File: src/rtl/heptagon_area_if.sv
// heptagon_area_if
//   Bundle between the heptagon point sorter (master) and the area/ranking
//   stage (slave).
//   cal_on        sorter -> area  : point arrays valid and stable while high
//   x_sort/y_sort sorter -> area  : 35 sorted points, heptagon i = 7i..7i+6
//   area_on       area -> sorter  : results valid, handshake back
//   area_out      area -> sorter  : floor(|2A|/2) per heptagon
//   order         area -> sorter  : heptagon indices by ascending area
interface heptagon_area_if;
  logic        cal_on;
  logic [9:0]  x_sort   [0:34];
  logic [9:0]  y_sort   [0:34];
  logic        area_on;
  logic [19:0] area_out [0:4];
  logic [2:0]  order    [0:4];

  modport master (
    output cal_on, x_sort, y_sort,
    input  area_on, area_out, order
  );

  modport slave (
    input  cal_on, x_sort, y_sort,
    output area_on, area_out, order
  );
endinterface

File: src/rtl/heptagon_area.sv
// heptagon_area
//   Computes the area of five 7-point polygons with the shoelace formula
//   (one cross term per cycle), then ranks the five areas with a fixed
//   10-cycle stable bubble sort. Latency from the cal_on sample to area_on
//   is 50 cycles.
// Ports:
//   clk    rising-edge clock
//   reset  synchronous, active-high; clears all state and outputs
//   bus    heptagon_area_if slave modport (cal_on, x_sort, y_sort in;
//          area_on, area_out, order out)
module heptagon_area (
  input logic             clk,
  input logic             reset,
  heptagon_area_if.slave  bus
);

  typedef enum logic [2:0] {IDLE, MAC, STORE, SORT, DONE} state_t;

  state_t             state;
  logic [2:0]         i;      // heptagon being accumulated
  logic [2:0]         k;      // vertex within heptagon
  logic [2:0]         p;      // bubble-sort pass
  logic [2:0]         c;      // bubble-sort compare position
  logic signed [24:0] acc;

  // Cross term for the current edge (k -> k+1, wrapping 6 -> 0).
  logic [2:0]         k_next;
  logic [5:0]         base, idx_a, idx_b;
  logic [9:0]         xa, ya, xb, yb;
  logic signed [20:0] prod_ab, prod_ba;
  logic signed [24:0] term;
  logic [24:0]        abs_acc;
  logic [19:0]        area_val;

  // Bubble-sort compare of neighbours order[c], order[c+1].
  logic [2:0]         c_next;
  logic [2:0]         oa, ob;
  logic               swap;

  // NOTE: every always_comb output gets a default first, so no path can
  // leave a signal unassigned and infer a latch.
  always_comb begin
    k_next  = (k == 3'd6) ? 3'd0 : k + 3'd1;
    base    = {3'b000, i} * 6'd7;
    idx_a   = base + {3'b000, k};
    idx_b   = base + {3'b000, k_next};
    xa      = bus.x_sort[idx_a];
    ya      = bus.y_sort[idx_a];
    xb      = bus.x_sort[idx_b];
    yb      = bus.y_sort[idx_b];
    // Unsigned coordinates are zero-extended so the signed multiply never
    // sees a negative operand; each product fits 21 signed bits.
    prod_ab = $signed({11'd0, xa}) * $signed({11'd0, yb});
    prod_ba = $signed({11'd0, xb}) * $signed({11'd0, ya});
    term    = 25'(prod_ab) - 25'(prod_ba);
    // Orientation (CW vs CCW) only flips the sign of 2A.
    abs_acc  = acc[24] ? 25'(-acc) : 25'(acc);
    area_val = 20'(abs_acc >> 1);

    c_next = c + 3'd1;
    oa     = bus.order[c];
    ob     = bus.order[c_next];
    // Strict compare keeps equal areas in index order (stable).
    swap   = bus.area_out[oa] > bus.area_out[ob];
  end

  // NOTE: sequential state uses non-blocking assignments only, so every
  // register in this block sees the pre-edge value of every other one.
  always_ff @(posedge clk) begin
    if (reset) begin
      state       <= IDLE;
      i           <= '0;
      k           <= '0;
      p           <= '0;
      c           <= '0;
      acc         <= '0;
      bus.area_on <= 1'b0;
      // NOTE: the result arrays are small register files, not RAM, so they
      // are cleared element by element here.
      for (int n = 0; n < 5; n++) begin
        bus.area_out[n] <= '0;
        bus.order[n]    <= 3'(n);
      end
    end else begin
      case (state)
        IDLE: begin
          if (bus.cal_on) begin
            i     <= '0;
            k     <= '0;
            acc   <= '0;
            state <= MAC;
          end
        end

        MAC: begin
          acc <= acc + term;
          if (k == 3'd6) state <= STORE;
          else           k     <= k + 3'd1;
        end

        STORE: begin
          bus.area_out[i] <= area_val;
          acc             <= '0;
          k               <= '0;
          if (i == 3'd4) begin
            p     <= '0;
            c     <= '0;
            state <= SORT;
            for (int n = 0; n < 5; n++) bus.order[n] <= 3'(n);
          end else begin
            i     <= i + 3'd1;
            state <= MAC;
          end
        end

        SORT: begin
          if (swap) begin
            bus.order[c]      <= ob;
            bus.order[c_next] <= oa;
          end
          // Pass p compares positions 0..3-p: 4+3+2+1 = 10 cycles total.
          if (c == 3'd3 - p) begin
            c <= '0;
            if (p == 3'd3) begin
              bus.area_on <= 1'b1;
              state       <= DONE;
            end else begin
              p <= p + 3'd1;
            end
          end else begin
            c <= c_next;
          end
        end

        DONE: begin
          if (!bus.cal_on) begin
            bus.area_on <= 1'b0;
            state       <= IDLE;
          end
        end

        default: state <= IDLE;
      endcase
    end
  end

endmodule

File: src/flat_wrapper.sv
// flat-port wrapper written by rule: the top's interface ports become plain ports
module heptagon_area_flat 
  (clk, reset, bus_cal_on, bus_x_sort, bus_y_sort, bus_area_on, bus_area_out, bus_order);
  heptagon_area_if bus_i ();
  input logic clk;
  input logic reset;
  input wire logic [$bits(bus_i.cal_on)-1:0] bus_cal_on;
  input wire logic [$bits(bus_i.x_sort)-1:0] bus_x_sort;
  input wire logic [$bits(bus_i.y_sort)-1:0] bus_y_sort;
  output wire logic [$bits(bus_i.area_on)-1:0] bus_area_on;
  output wire logic [$bits(bus_i.area_out)-1:0] bus_area_out;
  output wire logic [$bits(bus_i.order)-1:0] bus_order;
  assign bus_i.cal_on = bus_cal_on;
  assign bus_i.x_sort = {>>{bus_x_sort}};
  assign bus_i.y_sort = {>>{bus_y_sort}};
  assign bus_area_on = bus_i.area_on;
  assign bus_area_out = {>>{bus_i.area_out}};
  assign bus_order = {>>{bus_i.order}};
  heptagon_area u_core (.clk(clk), .reset(reset), .bus(bus_i));
endmodule
File: config.mk
export PLATFORM = sky130hd
export DESIGN_NAME = heptagon_area_flat
export DESIGN_NICKNAME = d
export VERILOG_FILES = /design/src/rtl/heptagon_area_if.sv /design/src/rtl/heptagon_area.sv /design/src/flat_wrapper.sv
export SDC_FILE = /design/constraint.sdc
export NUM_CORES = 2
export LEC_CHECK = 0
export BUFFER_PORTS_ARGS = -buffer_cell sky130_fd_sc_hd__buf_2
export CAP_MARGIN = 10
export CORE_MARGIN = 5
export CORE_UTILIZATION = 29
export DETAILED_ROUTE_END_ITERATION = 6
export GPL_ROUTABILITY_DRIVEN = 0
export PLACE_DENSITY = 0.6
export SLEW_MARGIN = 20
export SYNTH_ARGS = -nofsm -noshare
export SYNTH_HDL_FRONTEND = slang
export SYNTH_SLANG_ARGS = --single-unit
File: constraint.sdc
create_clock -name clk -period 30.8 [get_ports clk]
set_clock_uncertainty 0.05 [all_clocks]
set_input_delay 6.16 -clock clk [delete_from_list [all_inputs] [get_ports clk]]
set_output_delay 6.16 -clock clk [all_outputs]
set_load 0.05 [all_outputs]
# Yosys cells after proc, flatten, opt, wreduce, memory -nomap -nowiden
# Index checks and enable logic that the tools add are counted.
# totals
ff_bits	156
latch_bits	0
mem_bits_rw	0
rom_bits	0
in_bits	703
out_inout_bits	116
elab_cells	144
memories	0
# op_classes
n_addsub	10
mul	3
n_div	0
magnitude_cmp	11
eq_ne	18
n_shift	0
muxes	62
bitwise	7
reduce_logical	16
# op_table
op	count
binary-select mux 10 bit (select 6 bit)	4
binary-select mux 20 bit (select 3 bit)	2
bitwise mux 100 bit	1
two-way mux 20 bit	5
two-way mux 10 bit	8
one-hot mux 25 bit (3 select lines)	1
demux 20 bit (select 3 bit)	1
two-way mux 3 bit	19
multiplier 10 x 10 -> 20 bit	2
bitwise mux 15 bit	2
two-way mux 15 bit	2
one-hot mux 15 bit (2 select lines)	1
adder 25 x 22 -> 25 bit	1
two-way mux 25 bit	1
two-way mux 21 bit	1
negation 21 bit	1
subtractor 20 x 20 -> 21 bit	1
>= comparator 4 bit, second input constant	5
greater-than comparator 20 bit	1
inverter 3 -> 4 bit	5
binary-select mux 3 bit (select 3 bit)	2
demux 3 bit (select 3 bit)	2
one-hot mux 3 bit (2 select lines)	3
one-hot mux 3 bit (5 select lines)	1
other kinds (25)	55

# Longest topological paths before layout
# depth
depth_word	12
mapped_depth	47
mapped_depth_nobuf	44

# Least setup slack after synthesis
# Ideal clock, no wire load.
# synth_path
path_type	input port to flip-flop
startpoint	input bus_y_sort[232]
endpoint	register u_core.acc[24]
setup_ns	0.126
t_arrival_ns	14.369
required_time_ns	30.624
path_slack_ns	16.255
cell_stages	35
path_buffers	1
path_cell_list	mux4_2 -> mux4_2 -> a22oi_1 -> nand2_1 -> and2_1 -> fa_1 -> inv_1 -> fa_1 -> fa_1 -> inv_1 -> fa_1 -> fa_1 -> fa_1 -> inv_1 -> fa_1 -> inv_1 -> ha_1 -> o21ai_0 -> a31oi_1 -> nor4_1 -> o41ai_1 -> a31oi_1 -> o21bai_1 -> a21oi_1 -> xnor2_1 -> ha_1 -> clkbuf_1 -> a21o_1 -> a21o_1 -> a21oi_1 -> o31ai_1 -> a221oi_1 -> xnor3_1 -> nand3b_1 -> o211ai_1
# synth_between
elab_chain_cells	7
elab_cells_between_ends	11
classes_between	add/sub: 2; mul: 2; mux: 7
# synth_lines
element	line_no	text
start, declared	flat_wrapper.sv:9	input wire logic [$bits(bus_i.y_sort)-1:0] bus_y_sort;
binary-select mux 10 bit (select 6 bit) (on tied branches)	heptagon_area.sv:50, heptagon_area.sv:48	
two-way mux 10 bit (on tied branches) (2 in a row)	heptagon_area.sv:50, heptagon_area.sv:48	
multiplier 10 x 10 -> 20 bit (on tied branches)	heptagon_area.sv:53, heptagon_area.sv:54	
subtractor 20 x 20 -> 21 bit (*)	heptagon_area.sv:55	term = 25'(prod_ab) - 25'(prod_ba);
adder 25 x 22 -> 25 bit (*)	heptagon_area.sv:96	acc <= acc + term;
one-hot mux 25 bit (3 select lines) (*)	heptagon_area.sv:85	case (state)
end signal, assigned	heptagon_area.sv:96	
end, declared	heptagon_area.sv:24	logic signed [24:0] acc;
# Every way passes the cells marked *; elsewhere a longest branch is shown, timed or not. The select of a mux whose other input is x is not followed.
# A chain may end at the register's enable or synchronous reset.

# Worst setup path after layout
# layout_path
startpoint	input bus_x_sort[273]
endpoint	register u_core.acc[24]
# layout_between
elab_chain_cells	7
elab_cells_between_ends	11
classes_between	add/sub: 2; mul: 2; mux: 7
# layout_lines
element	line_no	text
start, declared	flat_wrapper.sv:8	input wire logic [$bits(bus_i.x_sort)-1:0] bus_x_sort;
binary-select mux 10 bit (select 6 bit) (on tied branches)	heptagon_area.sv:47, heptagon_area.sv:49	
two-way mux 10 bit (on tied branches) (2 in a row)	heptagon_area.sv:47, heptagon_area.sv:49	
multiplier 10 x 10 -> 20 bit (on tied branches)	heptagon_area.sv:53, heptagon_area.sv:54	
subtractor 20 x 20 -> 21 bit (*)	heptagon_area.sv:55	
adder 25 x 22 -> 25 bit (*)	heptagon_area.sv:96	
one-hot mux 25 bit (3 select lines) (*)	heptagon_area.sv:85	
# Marked as above.

==> flow_summary.yaml <==
status:
  status: "completed"
worst_setup_path:
  ff2ff_setup_slack_ns: 16.86
  startpoint: "bus_x_sort[273]"
  max_stage_delay_ns: 0.56
  required_ns: 31.08
  criticalPathCategory: "input pin to flop"
  worstRegToRegCells: 41
  cpMaxStageDelayCell: "mux4_2"
  path_max_fanout: 10
  crit_top_cell: "fa_1"
  crit_arrival_ns: 15.64
  start_kind: "input pin"
  reg2reg_to: "u_core.acc[24]"
  cp-end-kind: "flop"
  r2r-start: "u_core.i[0]"
synth:
  async_flop_share_pct: 0
  ys_ff_latch: 156
  postSynthCellCount: 2624
  syn-num-nets: 3661
  synth-edff-count: 0
  ys_seq_area_share_pct: 11.3
  synth.avg_cell_area_um2: 10.6
  ys_types: 68
  syn_area_um2: 27700
  ys.flop_type: "dfxtp_1"
  yosysWarningCount: 0
sta:
  final.period_utilization_pct: 49.9
  tns_ns: 0
  max_freq_mhz: 65.1
  max-slew-margin-rel_pct: 25.0
  rsz0062_at_grt: "no"
  setup_viol: 0
  fin_crit_ns: 15.36
  hold_viol_final: 0
  drv_slew: 0
  worst_pin_slew_ns: 1.13
hold_path:
  whs_path_depth: 2
  hp-start: "u_core.bus.area_out[72]"
  hp-class: "flop to flop"
  whs_endpoint: "u_core.bus.area_out[72]"
clock_network:
  cts_hold_buf: 0
  post-cts-setup-buffers: 0
  clk_pin_slew_ns: 0.06
  cts.sinks: 156
  cts_buffers: 17
  htreeDepth: 4
  clock_latency_ns: 0.45
  cts_root_buffer: "clkbuf_16"
  cts_tree: "built"
  clockBufferDepth: 2
  post_cts_resized: 0
layout:
  area_growth_pct: 21.7
  fin_area_um2: 33700
  drive_gt1_share_pct: 41.1
  instances_no_fill: 4639
  nNetsFinal: 4351
placement:
  place_area_um2: 33000
  dp_cells: 4560
  dp_hpwl_mm: 118
  io_buffers: 818
route:
  drtAntennaViolNets: 0
  dr.pass1.iters: 5
  initialDrtViolationCount: 2725
  dr_total_vias: 27000
  wire_per_inst_um: 30.5
  route.detailed.drc: 0
  routed_via_density: 5.81
  drt-total-wl_mm: 142
floorplan:
  die_h_um: 319
  initial_core_util_pct: 29.2
  num_io_pins: 819
  die_area_um2: 102000
  fp.dieW_um: 319
  fp.coreArea_um2: 94900
  rows: 113
grt:
  antenna_found_initial: 87
  grt_pass1_vias: 26600
  grt_pass1_wl_mm: 198
  grt_use_total_pct: 26.6
  grt_overflow: 0
  grt_start_max_net_pins: 102
run:
  cap_violations: 0
==> worst max path at each step <==
stage / end / cells past startpoint / slack [ns]
CTS: u_core.acc[24] / 33 / 15.44
global placement: u_core.acc[24] / 35 / 15.05
detailed placement: u_core.acc[24] / 33 / 15.00
global route: u_core.acc[24] / 34 / 14.73
finish: u_core.acc[24] / 32 / 15.44
floorplan: u_core.acc[24] / 35 / 16.25
==> synthesized netlist by cell type (10+ instances only) <==
| library cell | number | area share [%] |
|---|---|---|
| inv_1 | 230 | 3.1 |
| buf_1 | 18 | 0.24 |
| a22oi_1 | 74 | 2.0 |
| xnor2_1 | 34 | 1.1 |
| a211oi_1 | 89 | 2.4 |
| mux4_2 | 443 | 36 |
| a22o_1 | 29 | 0.92 |
| fa_1 | 168 | 12 |
| ha_1 | 166 | 7.5 |
| dfxtp_1 | 156 | 11 |
| xor2_1 | 34 | 1.1 |
| mux2i_1 | 52 | 1.9 |
| clkbuf_1 | 109 | 1.5 |
| nor2b_1 | 15 | 0.34 |
| nand3_1 | 26 | 0.47 |
| nor3_1 | 15 | 0.27 |
| o21ai_0 | 84 | 1.5 |
| o22ai_1 | 14 | 0.32 |
| nand2b_1 | 23 | 0.52 |
| buf_2 | 42 | 0.76 |
| nand3b_1 | 10 | 0.27 |
| and2_1 | 107 | 2.4 |
| buf_4 | 12 | 0.33 |
| nand2_1 | 304 | 4.1 |
| nand4_1 | 11 | 0.25 |
| a21o_1 | 27 | 0.73 |
| and3_1 | 16 | 0.36 |
| a21oi_1 | 74 | 1.3 |
| nor2_1 | 144 | 2.0 |
==> state kept, by name (all words and copies together) (netlist names) <==
signal / flops
u_core.state: 3
u_core.p: 3
u_core.bus.area_on: 1
u_core.k: 3
u_core.c: 3
u_core.bus.order: 15
u_core.i: 3
u_core.acc: 25
u_core.bus.area_out: 100
==> cells by family after synthesis <==
family / after synthesis / synth area share, %
muxes: 496 / 37.9
adders and majority gates: 334 / 19.6
xor gates and xnor gates: 69 / 2.23
DFF: 156 / 11.3
and+or+nand+nor: 690 / 11.5
buffers and inverters: 416 / 6.09
AOI/OAI and AO/OA: 463 / 11.4
==> critical path: cells and delay by family <==
family / cells / cell delay (ns)
AO/OA/AOI/OAI: 11 / 2.78
XOR/XNOR: 2 / 0.47
adder cells (fa/ha/maj): 9 / 3.90
buffers and inverters: 4 / 0.29
multiplexers: 2 / 1.06
AND/OR/NAND/NOR: 4 / 0.96
==> cell type report <==
type,instances,area (um2)
clock inverters,10,165
clock buffers,20,457
diodes,49,123
multi-input cells,2052,23000
inverters,231,868
well taps,1265,1580
fillers,9681,61100
flip-flops and latches,156,3120
repair buffers,856,4390
==> metal layers <==
metal / vias up / routed length (um) / GRT usage (%)
met5: - / 165 / 0
met1: 13700 / 52800 / 32.3
li1: 11400 / - / -
met3: 273 / 14700 / 8.75
met2: 1626 / 65600 / 42.6
met4: 24 / 8310 / 13.4
==> cell usage in the layout (no fill, tap or decap), drive strengths merged, types with 34 or more instances in the layout <==
master / instances
ha: 166
dfxtp: 156
fa: 168
nand2: 304
xnor2: 34
o21ai: 89
a22oi: 74
mux4: 443
buf: 856
mux2i: 52
nor2: 144
and2: 107
a211oi: 89
diode: 49
inv: 230
xor2: 34
a21oi: 76
==> per-stage QoR <==
stage	setup slack, ns	util, %	hold slack [ns]
after detailed placement	15.00	34.8	0.426
after floorplan	16.25	-	0.406
final	15.44	35.5	0.437
after global placement	15.05	34.8	0.419
after global routing	14.73	35.5	0.460
after CTS	15.44	35.4	0.436
Power is left out: the tool's default activity adds up to more than one toggle a clock period on the data nets, which glitch-free logic cannot reach.
